<file path="src/rtl/calc_pkg.sv">
// Shared calculator definitions: keypad codes and the BCD converter state type.
package calc_pkg;

  localparam logic [4:0] KEY_DIGIT_MAX = 5'd9;
  localparam logic [4:0] KEY_BACKSPACE = 5'd10;
  localparam logic [4:0] KEY_SIGN      = 5'd11;

  typedef enum logic {CONV_IDLE, CONV_RUN} conv_state_e;

endpackage

</file>
<file path="src/rtl/bcd_to_bin_seq.sv">
// Sequential BCD-to-binary converter: one digit per cycle, MSD first,
// restartable by start and cancellable by abort.
module bcd_to_bin_seq
  import calc_pkg::*;
#(
  parameter int MAX_DIGITS = 3,
  parameter int VALUE_W    = 10
) (
  input  logic                    clock,
  input  logic                    reset,
  input  logic                    start,
  input  logic                    abort,
  input  logic [4*MAX_DIGITS-1:0] digits,
  output logic [VALUE_W-1:0]      value,
  output logic                    value_valid
);

  localparam int IDX_W = (MAX_DIGITS > 1) ? $clog2(MAX_DIGITS) : 1;
  localparam logic [IDX_W-1:0] IDX_TOP = IDX_W'(MAX_DIGITS - 1);

  conv_state_e          state_q, state_d;
  logic [VALUE_W-1:0]   acc_q, acc_d;
  logic [VALUE_W-1:0]   value_q, value_d;
  logic [IDX_W-1:0]     idx_q, idx_d;
  logic                 valid_q, valid_d;
  logic [3:0]           cur_dig;
  logic [VALUE_W-1:0]   step;

  function automatic logic [VALUE_W-1:0] mul10(input logic [VALUE_W-1:0] a);
    return (a << 3) + (a << 1);
  endfunction

  always_comb begin
    cur_dig = 4'd0;
    for (int i = 0; i < MAX_DIGITS; i++) begin
      if (idx_q == IDX_W'(i)) cur_dig = digits[i*4 +: 4];
    end
    step = mul10(acc_q) + VALUE_W'(cur_dig);
  end

  always_comb begin
    state_d = state_q;
    acc_d   = acc_q;
    idx_d   = idx_q;
    value_d = value_q;
    valid_d = valid_q;
    if (abort) begin
      state_d = CONV_IDLE;
      acc_d   = '0;
      idx_d   = IDX_TOP;
      value_d = '0;
      valid_d = 1'b1;
    end else if (start) begin
      // A new accept always restarts from the MSD, even mid-conversion.
      state_d = CONV_RUN;
      acc_d   = '0;
      idx_d   = IDX_TOP;
      valid_d = 1'b0;
    end else if (state_q == CONV_RUN) begin
      if (idx_q == '0) begin
        value_d = step;
        valid_d = 1'b1;
        state_d = CONV_IDLE;
      end else begin
        acc_d = step;
        idx_d = idx_q - IDX_W'(1);
      end
    end
  end

  always_ff @(posedge clock or posedge reset) begin
    if (reset) begin
      state_q <= CONV_IDLE;
      acc_q   <= '0;
      idx_q   <= IDX_TOP;
      value_q <= '0;
      valid_q <= 1'b1;
    end else begin
      state_q <= state_d;
      acc_q   <= acc_d;
      idx_q   <= idx_d;
      value_q <= value_d;
      valid_q <= valid_d;
    end
  end

  assign value       = value_q;
  assign value_valid = valid_q;

endmodule

</file>
<file path="src/rtl/operand_entry_reg.sv">
// Multi-digit BCD operand entry: press edge detect, digit shifter with
// backspace/sign handling, and a sequential conversion to binary magnitude.
module operand_entry_reg
  import calc_pkg::*;
#(
  parameter int MAX_DIGITS = 3,
  parameter int VALUE_W    = 10,
  parameter int CNT_W      = $clog2(MAX_DIGITS + 1)
) (
  input  logic               clock,
  input  logic               reset,
  input  logic               clear,
  input  logic               lock,
  input  logic               press,
  input  logic [4:0]         key,
  output logic [VALUE_W-1:0] value,
  output logic               value_valid,
  output logic               negative,
  output logic [CNT_W-1:0]   digit_count,
  output logic               loaded,
  output logic               full,
  output logic               reject
);

  localparam logic [CNT_W-1:0] CNT_MAX = CNT_W'(MAX_DIGITS);

  logic                    press_q;
  logic [4*MAX_DIGITS-1:0] dig_q, dig_d;
  logic [CNT_W-1:0]        cnt_q, cnt_d;
  logic                    neg_q, neg_d;
  logic                    reject_q, reject_d;
  logic                    accept;
  logic                    conv_start;

  // press_q tracks press unconditionally so a key held across lock/clear never fires.
  assign accept = press & ~press_q & ~lock & ~clear;

  always_comb begin
    dig_d      = dig_q;
    cnt_d      = cnt_q;
    neg_d      = neg_q;
    reject_d   = 1'b0;
    conv_start = 1'b0;
    if (clear) begin
      dig_d = '0;
      cnt_d = '0;
      neg_d = 1'b0;
    end else if (accept) begin
      if (key <= KEY_DIGIT_MAX) begin
        if (cnt_q == CNT_MAX) begin
          reject_d = 1'b1;
        end else begin
          conv_start = 1'b1;
          if (cnt_q == CNT_W'(1) && dig_q[3:0] == 4'd0) begin
            dig_d[3:0] = key[3:0];
          end else begin
            for (int i = MAX_DIGITS - 1; i > 0; i--) dig_d[i*4 +: 4] = dig_q[(i-1)*4 +: 4];
            dig_d[3:0] = key[3:0];
            cnt_d      = cnt_q + CNT_W'(1);
          end
        end
      end else if (key == KEY_BACKSPACE) begin
        if (cnt_q == '0) begin
          reject_d = 1'b1;
        end else begin
          conv_start = 1'b1;
          for (int i = 0; i < MAX_DIGITS - 1; i++) dig_d[i*4 +: 4] = dig_q[(i+1)*4 +: 4];
          dig_d[4*MAX_DIGITS-1 -: 4] = 4'd0;
          cnt_d = cnt_q - CNT_W'(1);
          if (cnt_q == CNT_W'(1)) neg_d = 1'b0;
        end
      end else if (key == KEY_SIGN) begin
        if (cnt_q == '0) begin
          reject_d = 1'b1;
        end else begin
          conv_start = 1'b1;
          neg_d      = ~neg_q;
        end
      end else begin
        reject_d = 1'b1;
      end
    end
  end

  always_ff @(posedge clock or posedge reset) begin
    if (reset) begin
      press_q  <= 1'b0;
      dig_q    <= '0;
      cnt_q    <= '0;
      neg_q    <= 1'b0;
      reject_q <= 1'b0;
    end else begin
      press_q  <= press;
      dig_q    <= dig_d;
      cnt_q    <= cnt_d;
      neg_q    <= neg_d;
      reject_q <= reject_d;
    end
  end

  bcd_to_bin_seq #(
    .MAX_DIGITS(MAX_DIGITS),
    .VALUE_W   (VALUE_W)
  ) u_conv (
    .clock      (clock),
    .reset      (reset),
    .start      (conv_start),
    .abort      (clear),
    .digits     (dig_q),
    .value      (value),
    .value_valid(value_valid)
  );

  assign negative    = neg_q;
  assign digit_count = cnt_q;
  assign loaded      = (cnt_q != '0);
  assign full        = (cnt_q == CNT_MAX);
  assign reject      = reject_q;

endmodule

</file>
<file path="config.mk">
export PLATFORM = sky130hd
export DESIGN_NAME = operand_entry_reg
export DESIGN_NICKNAME = d
export VERILOG_FILES = /design/src/rtl/calc_pkg.sv /design/src/rtl/bcd_to_bin_seq.sv /design/src/rtl/operand_entry_reg.sv
export SDC_FILE = /design/constraint.sdc
export NUM_CORES = 1
export LEC_CHECK = 0
export ABC_AREA = 1
export ABC_CLOCK_PERIOD_IN_PS = 3230
export CAP_MARGIN = 20
export CELL_PAD_IN_SITES_DETAIL_PLACEMENT = 0
export CELL_PAD_IN_SITES_GLOBAL_PLACEMENT = 1
export CORE_MARGIN = 2
export CORE_UTILIZATION = 47
export CTS_BUF_LIST = sky130_fd_sc_hd__clkbuf_16
export DETAILED_ROUTE_END_ITERATION = 7
export DONT_BUFFER_PORTS = 1
export PLACE_DENSITY_LB_ADDON = 0.1
export REMOVE_ABC_BUFFERS = 1
export SETUP_SLACK_MARGIN = 0.2
export SLEW_MARGIN = 25
export SYNTH_ARGS = -nofsm -noshare
export SYNTH_HDL_FRONTEND = slang
export SYNTH_HIERARCHICAL = 1
export SYNTH_SLANG_ARGS = --single-unit
</file>
<file path="constraint.sdc">
create_clock -name clock -period 3.23 [get_ports clock]
set_clock_uncertainty 0.2 [all_clocks]
set_input_delay 0.646 -clock clock [delete_from_list [all_inputs] [get_ports clock]]
set_output_delay 0.646 -clock clock [all_outputs]
set_load 0.03 [all_outputs]
</file>
### Word level (Yosys, flattened, before mapping)

Index checks and enable logic that the tools add are counted.
Widths: inputs -> output; s select.

| storage, ports and cells | value |
|---|---|
| output and inout bits | 17 |
| logic and storage cells | 115 |
| register bits | 40 |

| operators by class | value |
|---|---|
| order comparisons | 1 |
| bitwise gates (word level) | 7 |
| multiplexer cells | 59 |
| reduce and logical (&&, ||, !) cells | 18 |
| eq/ne operators | 14 |
| add/sub/neg operators | 5 |

Operators with widths:

| cell | count |
|---|---|
| $mux 12 | 6 |
| $mux 10 | 4 |
| $mux 9 | 4 |
| $mux 1 | 30 |
| $mux 2 | 11 |
| $mux 4 | 3 |
| $ne 3x3->1 const B | 4 |
| $reduce_bool 3->1 | 4 |
| $add 10x10->10 | 1 |
| $add 10x4->10 | 1 |
| $eq 5x4->1 const B | 2 |
| $reduce_and 5->1 | 2 |
| $mux 8 | 1 |
| $reduce_bool 2->1 | 4 |
| $ne 2x2->1 const B | 3 |
| $le 5x4->1 const B | 1 |
| $eq 2x1->1 const B | 2 |
| $eq 2x2->1 const B | 2 |
| $logic_not 2->1 | 2 |
| $logic_not 4->1 | 1 |
| $not 1->1 | 4 |
| $reduce_and 2->1 | 2 |
| $reduce_and 4->1 | 1 |
| $sub 2x1->2 const B | 2 |
| other kinds (5) | 7 |

### Logic depth before layout (Yosys ltp)

| logic depth | value |
|---|---|
| depth after elaboration | 9 |
| mapped depth | 18 |

### By module

Netlist, hierarchy kept.

Modules (own cells, without submodules):

| module | instances | cells each | area an instance (um^2) | sequential area each (um^2) |
|---|---|---|---|---|
| bcd_to_bin_seq | 1 | 207 | 1562.7 | 578.1 |
| operand_entry_reg | 1 | 153 | 1102.3 | 425.4 |

### Least setup slack after synthesis

OpenSTA, ideal clock, no wires.

| path | value |
|---|---|
| path type | register to register |
| from | reg u_conv.idx_q[1] |
| to | reg u_conv.acc_q[6] |
| data arrival time | 2.440 ns |
| buffers on the path | 0 |
| cell stages (with the launch flop) | 14 |
| required time | 2.904 ns |
| slack | 0.464 ns |
| cells stage by stage | dfstp_2 -> inv_1 -> ha_1 -> inv_1 -> nand3_1 -> nand2_1 -> o21ai_0 -> fa_1 -> inv_1 -> fa_1 -> nand3_1 -> nand3b_1 -> nand4_1 -> o21ai_0 |

| between the ends | value |
|---|---|
| word-level cells in the longest chain between the ends | 9 |

Ends and longest elaborated chain:

| item | line | text |
|---|---|---|
| from (decl) | bcd_to_bin_seq.sv:24 | `logic [IDX_W-1:0] idx_q, idx_d;` |
| from (signal assigned) | bcd_to_bin_seq.sv:81 | `idx_q <= idx_d;` |
| $logic_not 2->1 | bcd_to_bin_seq.sv:36, bcd_to_bin_seq.sv:60 |  |
| $mux 4 (3 in a row) | bcd_to_bin_seq.sv:36 | `if (idx_q == IDX_W'(i)) cur_dig = digits[i*4 +: 4];` |
| $add 10x4->10 | bcd_to_bin_seq.sv:38 | `step = mul10(acc_q) + VALUE_W'(cur_dig);` |
| $mux 9 | bcd_to_bin_seq.sv:60 | `if (idx_q == '0) begin` |
| $mux 9 | bcd_to_bin_seq.sv:59 | `end else if (state_q == CONV_RUN) begin` |
| $mux 9 | bcd_to_bin_seq.sv:53 | `end else if (start) begin` |
| $mux 9 | bcd_to_bin_seq.sv:47 | `if (abort) begin` |
| to (signal assigned) | bcd_to_bin_seq.sv:74 | `acc_q <= '0;` |
| to (signal assigned) | bcd_to_bin_seq.sv:80 | `acc_q <= acc_d;` |
| to (decl) | bcd_to_bin_seq.sv:22 | `logic [VALUE_W-1:0] acc_q, acc_d;` |

Several ways; a longest one is shown, not always the timed one. The select of a mux whose other input is x is not followed.
A chain may end at the register's enable or synchronous reset.

### Final worst setup path

Same ends and word-level chain as after synthesis.

==> results.json <==
{
  "dp_hpwl_mm": 4.881,
  "hold_viol_final": 0,
  "cp-end-kind": "flop",
  "worstMarginPinSlew_ns": 0.9409,
  "ys_top_cells_by_area": "dfrtp_1 36%, nand2_1 14%, ha_1 9.4%",
  "maxClockFrequency_mhz": 353.2,
  "slew_headroom_pct": 37.21,
  "postRouteAntennaNets": 0,
  "grtUsageTotal_pct": 22.53,
  "drive_above_1_share_pct": 10.47,
  "grt_pass1_wl_mm": 10.86,
  "instances_no_fill": 435,
  "clock_latency_ns": 0.28,
  "initial_core_util_pct": 48.40,
  "ys_ff_latch": 40,
  "seq_area_frac_synth_pct": 37.65,
  "syn_area_per_cell_um2": 7.403,
  "htree_levels": 2,
  "synthesis.instances": 360,
  "die_w_um": 79.30,
  "final_common_cell": "nand2_1",
  "maxSlewViolCount": 0,
  "yosysWarnings": 6,
  "gp_congestion": 0.8321,
  "critPathLaunchType": "flop",
  "drc": 0,
  "synth_area_leader_cell": "dfrtp_1",
  "placed_cells": 427,
  "cts_tree": "yes",
  "syn_area_um2": 2665,
  "drt-total-wl_mm": 6.457,
  "peakVddDrop_mv": 0.2806,
  "rsz0062_at_grt": "no",
  "hold_class": "in -> async",
  "fin_crit_sh_pct": 87.66,
  "num_rows": 27,
  "crit_type": "reg -> reg",
  "holdBufCountCts": 0,
  "final_nets": 394,
  "ctsResizeCount": 0,
  "ios": 27,
  "leakage_nw": 1.545,
  "overflow": 0,
  "dieArea_um2": 6288,
  "maxCapViolCount": 0,
  "diodes": 0,
  "post_cts_buffers": 0,
  "drt_iter0_drc": 105,
  "clock_path_buffers": 2,
  "fin_setup_tns_ns": 0,
  "critPathMaxFanout": 5,
  "path_clk_slew_ns": 0.06,
  "vias": 2280,
  "status": "finished clean",
  "fin_crit_ns": 2.831,
  "antenna_found_initial": 0,
  "core_um2": 5507,
  "wl_per_cell_um": 14.84,
  "hold_ws_ns": 0.1538,
  "crit_arrival_ns": 2.79,
  "dr.pass1.iters": 4,
  "syn_to_final_growth_pct": 9.249,
  "portBuffers": 0,
  "cts-root-buf": "clkbuf_16",
  "drt-vias-per-instance": 5.241,
  "grt_pass1_vias": 2194,
  "ys_types": 28,
  "final_cell_mix": "100 x nand2_1, 46 x inv_1, 38 x dfrtp_1, 34 x nand3_1, 28 x nor2_1",
  "fp.dieH_um": 79.30,
  "grt_max_degree": 24,
  "required_ns": 3.19,
  "setup_violations": 0,
  "cts_sinks": 40,
  "synth_top_area_share_pct": 35.68,
  "numCtsBuffers": 5,
  "p_per_area_nw_per_um2": 497.3
}
## kinds of logic after synthesis
family	Yosys count	synth area share, %
AO/OA/AOI/OAI	47	9.625
adder cells (fa/ha/maj)	22	10.89
buffers and inverters	61	9.437
flip-flops	40	37.65
AND/OR/NAND/NOR	190	32.39
## through the flow
| stage | util [%] | setup WS, ns | instance area, um2 | total power [mW] |
|---|---|---|---|---|
| 2_1_floorplan | - | 0.4530 | 2616 | 0.8120 |
| 3_3_place_gp | 49.42 | 0.3520 | 2721 | 0.8771 |
| 3_5_place_dp | 49.42 | 0.2868 | 2721 | 0.8791 |
| 4_1_cts | 52.56 | 0.2513 | 2894 | 1.464 |
| 5_1_grt | 52.87 | 0.2172 | 2912 | 1.527 |
| 6_report | 52.87 | 0.3986 | 2912 | 1.448 |
## flip-flops by register name, summed over array words and instances, names as in the netlist
name	count
dig_q	12
digit_count	2
negative	1
press_q	1
reject	1
u_conv/acc_q	9
u_conv/idx_q	2
u_conv/state_q	1
u_conv/value	10
u_conv/value_valid	1
## per-layer routing
metal / GRT usage (%) / vias to the layer above / wire length (um)
li1: - / 1170 / -
met1: 27.45 / 1066 / 2819
met3: 3.864 / 9 / 200
met2: 40.59 / 35 / 3349
met5: 0 / - / 0
met4: 6.724 / 0 / 88
## path summary, 6_finish.rpt
kind                            slack (ns)              end             from  cells after the start
min in group clock                    0.19          press_q            press                      0
max in group asynchronous             1.99  u_conv/acc_q[5]            reset                      1
worst min register to register        0.29  u_conv/acc_q[7]  u_conv/acc_q[7]                      2
worst max register to register        0.40  u_conv/acc_q[6]  u_conv/idx_q[1]                     13
worst min-delay path                  0.15         dig_q[5]            reset                      1
worst max-delay path                  0.40  u_conv/acc_q[6]  u_conv/idx_q[1]                     13
## where the power goes
group          internal, mW  switching [mW]  total [mW]
combinational        0.0823           0.172       0.255
clock                 0.367           0.211       0.578
sequential            0.539          0.0756       0.615
total                 0.988           0.459        1.45
## final cells by class
type / instances / area, um2
Multi-Input combinational cell: 259 / 1428
Inverter: 54 / 202.7
Fill cell: 563 / 2595
Tap cell: 72 / 90.09
Clock inverter: 3 / 47.55
Clock buffer: 5 / 125.1
Timing Repair Buffer: 2 / 15.01
Sequential cell: 40 / 1003
## cell usage after synthesis
cell type  number
inv_2           7
o21ai_1         8
nor2_2          1
inv_1          47
nand3_1        34
dfrtp_1        38
nand2_2         4
clkbuf_1        1
nand2_1       100
or2_2           1
ha_1           20
a21o_1          1
a21oi_2         1
nand3b_1        4
buf_6           2
nand4_1        12
o21ai_2         1
o21ai_0        19
o21ai_4         1
fa_1            2
a21oi_1        16
nor2_4          2
buf_4           1
buf_2           3
nand3_4         1
nor2_1         28
nand3_2         3
dfstp_2         2
## worst max-delay path, cell delays in order, from the launching register on
cell,delay (ns)
dfstp_2,0.56
inv_1,0.07
ha_2,0.20
inv_2,0.08
nand3_1,0.06
nand2_1,0.07
o21ai_1,0.08
fa_1,0.48
inv_1,0.09
fa_2,0.42
nand3_1,0.11
nand3b_1,0.10
nand4_1,0.09
o21ai_0,0.09
(Power assumes the default switching activity.)
